--- src/rtl/rat_input_port.sv ---
// rat_input_port: input-side peripheral for the RAT MCU.
// Synchronises switches and push-buttons, debounces each button, latches
// button-press events as pending interrupt sources, and serves IN reads
// and OUT writes on the PORT_ID/IO_STRB bus.
module rat_input_port #(
    parameter int unsigned DEBOUNCE_CYCLES = 500000,
    parameter logic [7:0]  SWITCHES_ID     = 8'hFF,
    parameter logic [7:0]  BTN_LEVEL_ID    = 8'hFD,
    parameter logic [7:0]  EVENT_ID        = 8'hFE,
    parameter logic [7:0]  INTR_ACK_ID     = 8'h82,
    parameter logic [7:0]  INTR_MASK_ID    = 8'h83
) (
    input  logic       i_clk,
    input  logic       i_reset_n,
    input  logic [7:0] i_switches,
    input  logic [3:0] i_buttons,
    input  logic [7:0] i_port_id,
    input  logic [7:0] i_out_port,
    input  logic       i_io_strb,
    output logic [7:0] o_in_port,
    output logic       o_intr
);

    localparam int CNT_W = $clog2(DEBOUNCE_CYCLES + 1);
    // The sample that moves IDLE into WAIT already counts as the first stable
    // cycle, so the level is accepted once DEBOUNCE_CYCLES samples agree.
    localparam logic [CNT_W-1:0] CNT_LAST = CNT_W'(DEBOUNCE_CYCLES - 1);

    typedef enum logic [1:0] {
        IDLE_LO = 2'd0,
        WAIT_HI = 2'd1,
        IDLE_HI = 2'd2,
        WAIT_LO = 2'd3
    } db_state_t;

    logic [7:0] r_sw_meta;
    logic [7:0] r_sw_s;
    logic [3:0] r_btn_meta;
    logic [3:0] r_btn_s;

    logic [3:0] w_level;
    logic [3:0] w_set;
    logic [3:0] w_clear;
    logic [3:0] w_pending_next;
    logic [3:0] w_mask_next;
    logic [3:0] r_pending;
    logic [3:0] r_mask;
    logic       r_intr;

    // Two-flop synchronisers for the asynchronous board inputs
    always_ff @(posedge i_clk) begin
        if (!i_reset_n) begin
            r_sw_meta  <= 8'h00;
            r_sw_s     <= 8'h00;
            r_btn_meta <= 4'h0;
            r_btn_s    <= 4'h0;
        end else begin
            r_sw_meta  <= i_switches;
            r_sw_s     <= r_sw_meta;
            r_btn_meta <= i_buttons;
            r_btn_s    <= r_btn_meta;
        end
    end

    genvar gi;
    generate
        for (gi = 0; gi < 4; gi++) begin : g_debounce
            db_state_t        r_state;
            db_state_t        w_state_next;
            logic [CNT_W-1:0] r_cnt;
            logic [CNT_W-1:0] w_cnt_next;
            logic             w_lvl;
            logic             w_rise;

            // Debounce state and stable-cycle counter
            always_ff @(posedge i_clk) begin
                if (!i_reset_n) begin
                    r_state <= IDLE_LO;
                    r_cnt   <= '0;
                end else begin
                    r_state <= w_state_next;
                    r_cnt   <= w_cnt_next;
                end
            end

            // Next state: a level must hold for DEBOUNCE_CYCLES samples; any
            // reversion during the wait drops back to the old idle state
            always_comb begin
                w_state_next = r_state;
                w_cnt_next   = r_cnt;
                case (r_state)
                    IDLE_LO: begin
                        if (r_btn_s[gi]) begin
                            if (DEBOUNCE_CYCLES == 1) begin
                                w_state_next = IDLE_HI;
                                w_cnt_next   = '0;
                            end else begin
                                w_state_next = WAIT_HI;
                                w_cnt_next   = CNT_W'(1);
                            end
                        end
                    end
                    WAIT_HI: begin
                        if (!r_btn_s[gi]) begin
                            w_state_next = IDLE_LO;
                            w_cnt_next   = '0;
                        end else if (r_cnt == CNT_LAST) begin
                            w_state_next = IDLE_HI;
                            w_cnt_next   = '0;
                        end else begin
                            w_cnt_next = r_cnt + CNT_W'(1);
                        end
                    end
                    IDLE_HI: begin
                        if (!r_btn_s[gi]) begin
                            if (DEBOUNCE_CYCLES == 1) begin
                                w_state_next = IDLE_LO;
                                w_cnt_next   = '0;
                            end else begin
                                w_state_next = WAIT_LO;
                                w_cnt_next   = CNT_W'(1);
                            end
                        end
                    end
                    WAIT_LO: begin
                        if (r_btn_s[gi]) begin
                            w_state_next = IDLE_HI;
                            w_cnt_next   = '0;
                        end else if (r_cnt == CNT_LAST) begin
                            w_state_next = IDLE_LO;
                            w_cnt_next   = '0;
                        end else begin
                            w_cnt_next = r_cnt + CNT_W'(1);
                        end
                    end
                    default: begin
                        w_state_next = IDLE_LO;
                        w_cnt_next   = '0;
                    end
                endcase
            end

            // Outputs: debounced level from the state, press event on entry to IDLE_HI from the low side
            always_comb begin
                w_lvl  = (r_state == IDLE_HI) || (r_state == WAIT_LO);
                w_rise = ((r_state == IDLE_LO) || (r_state == WAIT_HI)) &&
                         (w_state_next == IDLE_HI);
            end

            assign w_level[gi] = w_lvl;
            assign w_set[gi]   = w_rise;
        end
    endgenerate

    // OUT decode: acknowledge clears, mask load; a new event beats a same-cycle clear
    always_comb begin
        w_clear        = (i_io_strb && (i_port_id == INTR_ACK_ID)) ? i_out_port[3:0] : 4'h0;
        w_mask_next    = (i_io_strb && (i_port_id == INTR_MASK_ID)) ? i_out_port[3:0] : r_mask;
        w_pending_next = (r_pending & ~w_clear) | w_set;
    end

    // Pending events, mask, and the interrupt request (a registered copy of pending & mask)
    always_ff @(posedge i_clk) begin
        if (!i_reset_n) begin
            r_pending <= 4'h0;
            r_mask    <= 4'h0;
            r_intr    <= 1'b0;
        end else begin
            r_pending <= w_pending_next;
            r_mask    <= w_mask_next;
            r_intr    <= |(r_pending & r_mask);
        end
    end

    // IN read mux, purely combinational on PORT_ID
    always_comb begin
        case (i_port_id)
            SWITCHES_ID:  o_in_port = r_sw_s;
            BTN_LEVEL_ID: o_in_port = {4'h0, w_level};
            EVENT_ID:     o_in_port = {4'h0, r_pending};
            default:      o_in_port = 8'h00;
        endcase
    end

    assign o_intr = r_intr;

endmodule

--- config.mk ---
export PLATFORM = sky130hd
export DESIGN_NAME = rat_input_port
export DESIGN_NICKNAME = d
export VERILOG_FILES = /design/src/rtl/rat_input_port.sv
export SDC_FILE = /design/constraint.sdc
export NUM_CORES = 1
export LEC_CHECK = 0
export CORE_MARGIN = 1
export CORE_UTILIZATION = 58
export CTS_CLUSTER_SIZE = 20
export DETAILED_ROUTE_END_ITERATION = 8
export PLACE_DENSITY = 0.76
export SLEW_MARGIN = 20
export SYNTH_ARGS = -nofsm -noshare
export SYNTH_HDL_FRONTEND = slang
export SYNTH_SLANG_ARGS = --single-unit
--- constraint.sdc ---
create_clock -name i_clk -period 2.5 [get_ports i_clk]
set_input_delay 0.375 -clock i_clk [delete_from_list [all_inputs] [get_ports i_clk]]
set_output_delay 0.375 -clock i_clk [all_outputs]
set_load 0.01 [all_outputs]
==> flow_metrics.py, run 1 <==
metrics = {
    "detailed_routing": {
        "wl_um": 11180,
        "vias_per_cell": 5.852,
        "routedWlPerCell_um": 14.39,
        "drc": 2,
        "vias": 4547,
        "drt_iter0_markers": 241,
        "dr.pass1.iters": 8,
        "ant_nets": 0,
    },
    "place": {
        "dp_cells": 745,
        "post-place-ws_ns": 0.01523,
        "detailed_place_hpwl_um": 7631,
        "gp_congestion": 0.8271,
        "io_buffers": 35,
    },
    "critical_path": {
        "crit_fanout": 4,
        "ff2ff_path_depth": 6,
        "r2r_slack_ns": 0.34,
        "required_ns": 2.12,
        "cp.arrival_ns": 2.04,
        "crit_path_start": "i_port_id[6]",
        "endpoint_kind": "primary output",
        "crit_type": "in -> out",
        "r2r-end": "g_debounce[0].r_cnt[4]$_SDFFE_PN0P_",
        "cp-start-kind": "primary input",
        "r2r_start": "g_debounce[0].r_cnt[0]$_SDFFE_PN0P_",
        "critical_path.endpoint": "o_in_port[5]",
    },
    "yosys": {
        "ys_ff_latch": 117,
        "synthCells": 607,
        "async_reset_ff_share_pct": 0,
        "ys.warnings.count": 0,
        "synth-edff-count": 0,
        "yosys.area.top_type": "dfxtp_1",
        "synth_seq_area_share_pct": 44.04,
        "syn_nets": 642,
        "ys_types": 63,
        "synthTopCellsByCount": "dfxtp_1 (117), nor2_1 (76), nand2_1 (45)",
        "synth_area_um2": 5319,
        "synth_area_per_cell_um2": 8.763,
        "synth_area_leaders": "dfxtp_1 (44%), nor2_1 (5.4%), xnor2_1 (4.0%)",
        "ys.flop_type": "dfxtp_1",
        "synth_top_cell_area_share_pct": 44.04,
        "synth_most_common_cell": "dfxtp_1",
    },
    "floorplanning": {
        "rows": 34,
        "die_x_um": 97.76,
        "floorplan.initialDensity_pct": 60.40,
        "io_pins": 40,
        "coreArea_um2": 8806,
        "die_area_um2": 9557,
        "die_y_um": 97.76,
    },
    "sta": {
        "timing.final.hold_violations": 0,
        "finalSetupViolCount": 0,
        "setup_slack_ns": 0.08233,
        "clock.fmax_mhz": 413.6,
        "slew_headroom_pct": 36.87,
        "fin_crit_sh_pct": 96.71,
        "drv_slew": 0,
        "worst_pin_slew_ns": 0.9469,
        "finalClockSkew_ns": 0.009187,
        "layout_min_cycle_time_ns": 2.418,
    },
    "power_and_ir_drop": {
        "power_density_nw_per_um2": 688.6,
        "p_leak_nw": 2.448,
        "ir_drop_v": 0.0004952,
    },
    "clock_tree": {
        "clock_latency_ns": 0.52,
        "cts_tree": "built",
        "clk_pin_slew_ns": 0.05,
        "cts_hold_buf": 0,
        "numCtsBuffers": 17,
        "clk_path_buf_depth": 2,
        "htree_levels": 4,
        "cts_resized": 0,
        "post_cts_buffers": 0,
        "clock_sinks": 117,
        "cts_root_buffer": "clkbuf_8",
    },
    "grt": {
        "grt_max_degree": 37,
        "grt.total_usage_pct": 24.75,
        "grt_pass1_vias": 4192,
        "grt_overflow": 0,
        "antenna_found_initial": 0,
        "grt_first_pass_wirelength_um": 19240,
    },
    "run_status": {
        "violations": "design-rule violations",
        "status": "finished, violations left",
    },
    "cells_and_area": {
        "nets": 691,
        "fin_cells": 777,
        "drive_gt1_share_pct": 10.31,
        "area_growth_syn_to_layout_pct": 21.38,
        "n_antenna_cell": 0,
    },
    "hold_path": {
        "hp-class": "reg -> reg",
    },
    "flow_run": {
        "cap_violations": 0,
    },
}
where the power goes:
group          leakage [nW]  switching (mW)  total, mW  internal, mW
registers             0.948          0.0139       1.90          1.89
logic                  1.22          0.0805      0.160        0.0792
clock network         0.280           0.846       2.38          1.54
total                  2.45           0.941       4.45          3.50
per-layer routing:
layer | vias up | GRT usage, % | routed length, µm
li1 | 2278 | - | -
met1 | 2127 | 33.00 | 5205
met2 | 126 | 38.79 | 5081
met3 | 16 | 6.299 | 735
met4 | 0 | 9.324 | 159
met5 | - | 0 | 0
kinds of logic after synthesis:
| logic type | after synthesis | synth area share [%] |
|---|---|---|
| muxes | 12 | 2.329 |
| and+or+nand+nor | 292 | 30.25 |
| AOI/OAI and AO/OA | 103 | 12.59 |
| xor gates and xnor gates | 44 | 7.245 |
| adders and majority gates | 4 | 0.9410 |
| DFF | 117 | 44.04 |
| buffers and inverters | 35 | 2.611 |
worst max-delay path, cell delays in order:
cell and delay [ns]:
clkdlybuf4s50_1 0.48, and4_1 0.19, nand3_1 0.11, nor2_2 0.19
and2_1 0.16, clkdlybuf4s50_1 0.53
registers in the layout (all words and copies together), names as in the netlist:
register,count
g_debounce.r_cnt,76
g_debounce.r_state,8
o_intr,1
r_btn_meta,4
r_btn_s,4
r_mask,4
r_pending,4
r_sw_meta,8
r_sw_s,8
how the worst min path moves through the flow:
stage | from | to | slack [ns] | cells after the start
2_1_floorplan | r_btn_meta[0]$_SDFF_PN0_ | r_btn_s[0]$_SDFF_PN0_ | 0.41 | 1
3_3_place_gp | r_btn_meta[0]$_SDFF_PN0_ | r_btn_s[0]$_SDFF_PN0_ | 0.41 | 1
3_5_place_dp | r_btn_meta[3]$_SDFF_PN0_ | r_btn_s[3]$_SDFF_PN0_ | 0.42 | 1
4_1_cts | i_switches[7] | r_sw_meta[7]$_SDFF_PN0_ | 0.42 | 2
5_1_grt | i_buttons[2] | r_btn_meta[2]$_SDFF_PN0_ | 0.43 | 2
6_report | r_sw_meta[1]$_SDFF_PN0_ | r_sw_s[1]$_SDFF_PN0_ | 0.43 | 1
cell type report:
type                    count  area, µm²
clock buffers              19      431.7
clock inverters            13      157.7
fillers                   628       2350
inverters                  14      52.55
multi-input cells         455       2851
flip-flops and latches    117       2342
well taps                 108      135.1
repair buffers             51      485.5
placed cells by master, fill, tap and decap left out, drive strengths merged, types with 3 or more instances in the layout:
master           n
a211oi           5
mux2i            9
and3            21
clkdlybuf4s50   34
a22oi           11
mux2             3
dfxtp          117
a22o             4
xnor2           24
xor2            20
nand4           13
nor3            11
nand3           42
nand4bb          3
a21oi           21
bufinv           3
clkinv           6
ha               4
clkinvlp         4
a31oi           18
nand2           45
and4            11
nor3b            6
o21ai           25
o211ai           3
nor2            76
buf             16
nand4b           3
or3b             3
nor4             6
clkbuf          19
or4b             6
inv             14
a21o             5
nand3b           3
nor2b            4
and2            31
stage by stage:
step	TNS, ns	total power, mW	cell area, µm²	utilization (%)	hold WS (ns)
after global routing	-0.0009071	4.572	6456	73.32	0.4322
after detailed placement	0	2.102	5851	66.44	0.4218
after global placement	0	2.096	5851	66.44	0.4146
final	0	4.446	6456	73.32	0.4340
after floorplan	0	2.016	5319	-	0.4119
after CTS	0	4.487	6440	73.13	0.4210
Note: power is estimated with default switching activity, not from simulation.
==> run 2, diff against run 1 <==
--- a/config.mk
+++ b/config.mk
@@ -7,6 +7,8 @@
 export LEC_CHECK = 0
 export CORE_MARGIN = 1
 export CORE_UTILIZATION = 58
+export CTS_BUF_LIST = sky130_fd_sc_hd__clkbuf_16
+export CTS_CLUSTER_DIAMETER = 60
 export CTS_CLUSTER_SIZE = 20
 export DETAILED_ROUTE_END_ITERATION = 8
 export PLACE_DENSITY = 0.76
==> run 2 against run 1 <==
The run still ends with design-rule violations left. Fmax rose by 0.50%. First-iteration DRC count rose by 21%. Critical path depth did not move. Clock power barely moved. Utilization barely moved. Sequential power barely moved. Cell area barely moved. Clock skew fell by 0.00078 ns. Cell count did not move. Flip-flop and latch count did not move.
==> flow_metrics.py, run 2 (synthesis gave the netlist of run 1 again) <==
metrics = {
    "cells_and_area": {
        "fin_cells": 777,
        "nFillCells": 628,
        "regArea_um2": 2342,
        "drive_gt1_share_pct": 10.16,
        "area_growth_syn_to_layout_pct": 21.41,
        "multi_input_area_um2": 2851,
        "n_antenna_cell": 0,
        "largest_reg_flops": 76,
        "final_common_cell": "dfxtp_1",
        "regMostFlops": "g_debounce.r_cnt",
        "nets": 691,
        "final_cell_mix": "dfxtp_1 (117), nor2_1 (75), nand2_1 (45)",
    },
    "hold_path": {
        "hold_start": "r_sw_meta[1]$_SDFF_PN0_",
        "hp-class": "reg -> reg",
        "hold_end": "r_sw_s[1]$_SDFF_PN0_",
        "min_path_cells": 1,
    },
    "place": {
        "dp_cells": 745,
        "detailed_place_hpwl_um": 7631,
        "gp_congestion": 0.8271,
        "post-place-ws_ns": 0.01523,
        "io_buffers": 35,
    },
    "sta": {
        "drv_slew": 0,
        "hold_ws_ns": 0.4331,
        "timing.final.hold_violations": 0,
        "layout_min_cycle_time_ns": 2.406,
        "finalClockSkew_ns": 0.008412,
        "setup_slack_ns": 0.09435,
        "worst_pin_slew_ns": 0.9210,
        "fin_crit_sh_pct": 96.23,
        "clock.fmax_mhz": 415.7,
        "setup_tns_ns": 0,
        "slew_headroom_pct": 38.60,
        "finalSetupViolCount": 0,
    },
    "power_and_ir_drop": {
        "power_density_nw_per_um2": 689.9,
        "p_int_mw": 3.520,
        "clock_power_share_pct": 53.7,
        "p_leak_nw": 2.452,
        "ir_drop_v": 0.0005002,
        "switching_share_pct": 20.99,
        "switching_power_mw": 0.9352,
        "pwr-share-seq_pct": 42.7,
        "total_power_mw": 4.455,
        "p_comb_share_pct": 3.6,
    },
    "detailed_routing": {
        "drt_iter0_markers": 291,
        "vias": 4531,
        "vias_per_cell": 5.831,
        "drc": 2,
        "routedWlPerCell_um": 14.34,
        "ant_nets": 0,
        "wl_um": 11140,
        "dr.pass1.iters": 7,
    },
    "grt": {
        "grt_max_degree": 37,
        "antenna_found_initial": 0,
        "grt_first_pass_wirelength_um": 19210,
        "grt_pass1_vias": 4195,
        "grt.total_usage_pct": 24.67,
        "grt_overflow": 0,
    },
    "critical_path": {
        "r2r_slack_ns": 0.36,
        "crit_fanout": 7,
        "r2r-end": "g_debounce[0].r_cnt[4]$_SDFFE_PN0P_",
        "cp-start-kind": "primary input",
        "endpoint_kind": "primary output",
        "r2r_start": "g_debounce[0].r_cnt[0]$_SDFFE_PN0P_",
        "ff2ff_path_depth": 6,
        "crit_type": "in -> out",
        "cp.arrival_ns": 2.03,
        "required_ns": 2.12,
    },
    "floorplanning": {
        "rows": 34,
        "floorplan.initialDensity_pct": 60.40,
        "die_x_um": 97.76,
        "die_area_um2": 9557,
        "die_y_um": 97.76,
        "coreArea_um2": 8806,
        "io_pins": 40,
    },
    "clock_tree": {
        "htree_levels": 4,
        "numCtsBuffers": 17,
        "clock_latency_ns": 0.41,
        "post_cts_buffers": 0,
        "clk_pin_slew_ns": 0.05,
        "cts_tree": "built",
        "clock_sinks": 117,
        "cts_root_buffer": "clkbuf_16",
        "clk_path_buf_depth": 2,
    },
    "flow_run": {
        "cap_violations": 0,
    },
    "run_status": {
        "status": "finished, violations left",
        "violations": "design-rule violations",
    },
}
run 2: cell types whose count changed in the layout (fill, tap and decap cells not counted), sizes merged:
cell / previous run / this run
clkbuf: 19 / 17
clkinv: 6 / 7
inv: 14 / 15
run 2: power by group through the flow:
stage	Combinational (mW)	Clock (mW)	Sequential (mW)
floorplan	0.0782	0	1.94
global placement	0.154	0	1.94
detailed placement	0.159	0	1.94
CTS	0.160	2.44	1.90
global route	0.177	2.50	1.91
finish	0.160	2.39	1.90
run 2: repair_timing:
| action | 4_1_cts | 5_1_grt |
|---|---|---|
| hold buffers | 0 | 0 |
| setup endpoints to repair | 0 | 7 |
| gates resized for setup | 0 | 3 |
run 2: layer usage:
metal | share of wire [%] | GRT usage [%] | up-vias | wire [µm]
li1 | - | - | 2280 | -
met4 | 1.3 | 9.207 | 0 | 140
met2 | 46 | 38.90 | 124 | 5094
met1 | 47 | 32.86 | 2113 | 5227
met3 | 6.1 | 6.084 | 14 | 677
met5 | 0 | 0 | - | 0
run 2: critical path, cell delays in order:
cell and delay [ns]:
clkdlybuf4s50_1 0.48, buf_4 0.15, mux2_2 0.33, a22oi_1 0.14, nor2_1 0.06, clkdlybuf4s50_1 0.49
run 2: final cells by class:
class | instances | area share (%)
Inverter | 14 | 0.8138
Timing Repair Buffer | 51 | 7.518
Multi-Input combinational cell | 455 | 44.16
Clock buffer | 17 | 6.588
Tap cell | 108 | 2.093
Sequential cell | 117 | 36.27
Clock inverter | 15 | 2.558
run 2: metrics by stage:
step | instance area [µm²] | utilization, %
2_1_floorplan | 5319 | -
3_3_place_gp | 5851 | 66.44
3_5_place_dp | 5851 | 66.44
4_1_cts | 6441 | 73.15
5_1_grt | 6457 | 73.33
6_report | 6457 | 73.33
run 2: worst max-delay path by stage:
stage / start / end / slack, ns / cells after the start
4_1_cts: i_port_id[6] / o_in_port[6] / 0.009 / 6
6_report: i_port_id[1] / o_in_port[0] / 0.09 / 6
3_3_place_gp: i_reset_n / g_debounce[2].r_cnt[16]$_SDFFE_PN0P_ / 0.08 / 5
5_1_grt: i_port_id[6] / o_in_port[5] / -0.0009 / 6
3_5_place_dp: i_port_id[6] / o_in_port[6] / 0.02 / 6
2_1_floorplan: g_debounce[2].r_cnt[6]$_SDFFE_PN0P_ / r_pending[2]$_SDFF_PN0_ / 0.58 / 5
==> run 3, diff against run 2 <==
--- a/config.mk
+++ b/config.mk
@@ -11,8 +11,10 @@
 export CTS_CLUSTER_DIAMETER = 60
 export CTS_CLUSTER_SIZE = 20
 export DETAILED_ROUTE_END_ITERATION = 8
+export MAX_ROUTING_LAYER = met4
 export PLACE_DENSITY = 0.76
 export SLEW_MARGIN = 20
 export SYNTH_ARGS = -nofsm -noshare
 export SYNTH_HDL_FRONTEND = slang
 export SYNTH_SLANG_ARGS = --single-unit
+export TNS_END_PERCENT = 30
==> run 3 against run 2 <==
Worst hold slack hardly changed. Wire length hardly changed. Highest routed layer unchanged. Sequential share of layout area stayed put. Die area stayed put. Largest power group unchanged. Cell count stayed put. Global-route usage is 0.80 points higher. The run still ends with design-rule violations left. Fmax is 0.19% lower. Utilization stayed put. Largest cell class unchanged. Clock power hardly changed. Clock skew hardly changed.
==> flow_metrics.py, run 3 (synthesis gave the netlist of run 1 again) <==
metrics = {
    "detailed_routing": {
        "vias_per_cell": 5.807,
        "vias": 4512,
        "routedWlPerCell_um": 14.35,
        "dr.pass1.iters": 7,
        "ant_nets": 0,
        "drc": 2,
        "wl_um": 11150,
        "drt_iter0_markers": 310,
    },
    "critical_path": {
        "path_cells": "clkdlybuf4s50_1 > and4_1 > nand3_1 > nor2_2 > and2_1 > clkdlybuf4s50_1",
        "crit_family": "buffers and inverters",
        "endpoint_kind": "primary output",
        "r2r-end": "r_pending[2]$_SDFF_PN0_",
        "crit_path_start": "i_port_id[6]",
        "cp.arrival_ns": 2.04,
        "r2r_slack_ns": 0.35,
        "crit_fanout": 4,
        "required_ns": 2.12,
        "critPathSlowestCell": "clkdlybuf4s50_1",
        "max_stage_delay_ns": 0.53,
        "crit_type": "in -> out",
        "cp-start-kind": "primary input",
        "crit_cells": 6,
        "ff2ff_path_depth": 5,
        "worstPathBufferInverterCount": 2,
        "r2r_start": "g_debounce[2].r_cnt[6]$_SDFFE_PN0P_",
        "crit_top_cell": "clkdlybuf4s50_1",
        "critical_path.endpoint": "o_in_port[5]",
    },
    "sta": {
        "drv_slew": 0,
        "hold_ws_ns": 0.4334,
        "timing.final.hold_violations": 0,
        "fin_crit_sh_pct": 96.41,
        "layout_min_cycle_time_ns": 2.410,
        "setup_tns_ns": 0,
        "finalClockSkew_ns": 0.008796,
        "slew_headroom_pct": 39.64,
        "worst_pin_slew_ns": 0.9053,
        "finalSetupViolCount": 0,
        "clock.fmax_mhz": 414.9,
    },
    "run_status": {
        "status": "finished, violations left",
        "violations": "design-rule violations",
    },
    "clock_tree": {
        "cts_tree": "built",
        "clk_pin_slew_ns": 0.05,
        "clock_sinks": 117,
        "htree_levels": 4,
        "post_cts_buffers": 0,
        "clock_latency_ns": 0.41,
        "cts_root_buffer": "clkbuf_16",
        "cts_hold_buf": 0,
        "clk_path_buf_depth": 2,
        "numCtsBuffers": 17,
    },
    "cells_and_area": {
        "final_cell_mix": "dfxtp_1 (117), nor2_1 (75), nand2_1 (45)",
        "n_antenna_cell": 0,
        "nets": 691,
        "area_growth_syn_to_layout_pct": 21.41,
        "final_area_um2": 6457,
        "fin_util_pct": 73.33,
        "largest_reg_flops": 76,
        "final_common_cell": "dfxtp_1",
        "drive_gt1_share_pct": 10.16,
        "regMostFlops": "g_debounce.r_cnt",
    },
    "grt": {
        "grt_overflow": 0,
        "grt_first_pass_wirelength_um": 19200,
        "grt_max_degree": 37,
        "grt.total_usage_pct": 25.47,
        "grt_pass1_vias": 4201,
        "antenna_found_initial": 0,
    },
    "flow_run": {
        "cap_violations": 0,
    },
    "power_and_ir_drop": {
        "power_density_nw_per_um2": 690.1,
        "p_leak_nw": 2.452,
        "ir_drop_v": 0.0005002,
        "total_power_mw": 4.457,
    },
    "floorplanning": {
        "rows": 34,
        "io_pins": 40,
        "floorplan.initialDensity_pct": 60.40,
        "die_x_um": 97.76,
        "coreArea_um2": 8806,
        "die_y_um": 97.76,
        "die_area_um2": 9557,
    },
    "place": {
        "detailed_place_hpwl_um": 7631,
        "post_dp_cell_area_um2": 5851,
        "io_buffers": 35,
        "gp_congestion": 0.8397,
    },
    "hold_path": {
        "hp-class": "reg -> reg",
    },
}
## run 3: metal layers
layer,track usage [%],up-vias,wire length [µm]
met2,38.90,116,5080
met1,32.91,2105,5354
li1,-,2278,-
met5,-,-,0
met3,6.371,13,580
met4,8.858,0,136
## run 3: timing repair
| item | 4_1_cts | 5_1_grt |
|---|---|---|
| resized for setup | 0 | 3 |
| setup endpoints to repair | 0 | 7 |
| endpoints found under the hold margin | 0 | 0 |
## run 3: worst reg2reg max path: stages, from the launching register on
cell	delay (ns)
dfxtp_1	0.36
or4b_4	0.56
nor4_4	0.48
nand3_2	0.15
or3b_1	0.40
a21oi_2	0.14
## run 3: worst min-delay path by stage
| stage | startpoint | to | slack [ns] | cells after the start |
|---|---|---|---|---|
| after floorplan | r_btn_meta[0]$_SDFF_PN0_ | r_btn_s[0]$_SDFF_PN0_ | 0.41 | 1 |
| after global placement | r_btn_meta[0]$_SDFF_PN0_ | r_btn_s[0]$_SDFF_PN0_ | 0.41 | 1 |
| after CTS | r_sw_meta[6]$_SDFF_PN0_ | r_sw_s[6]$_SDFF_PN0_ | 0.44 | 1 |
| after detailed placement | r_btn_meta[3]$_SDFF_PN0_ | r_btn_s[3]$_SDFF_PN0_ | 0.42 | 1 |
| after global routing | r_sw_meta[0]$_SDFF_PN0_ | r_sw_s[0]$_SDFF_PN0_ | 0.45 | 1 |
| final | r_sw_meta[1]$_SDFF_PN0_ | r_sw_s[1]$_SDFF_PN0_ | 0.43 | 1 |
## run 3: final cells by class
type                    count  area, µm²
clock buffers              17      425.4
flip-flops and latches    117       2342
repair buffers             51      485.5
well taps                 108      135.1
inverters                  14      52.55
fillers                   628       2349
clock inverters            15      165.2
multi-input cells         455       2851
## run 3: where the power goes
group	leakage, nW	internal, mW	switching (mW)
sequential	0.948	1.89	0.0139
clock	0.283	1.55	0.842
combinational	1.22	0.0792	0.0806
total	2.45	3.52	0.937
## run 3: through the flow
stage	cells	setup slack [ns]
3_5_place_dp	745	0.01523
3_3_place_gp	745	0.08409
4_1_cts	777	0.008698
2_1_floorplan	607	0.5773
5_1_grt	777	-0.0009071
6_report	777	0.08971
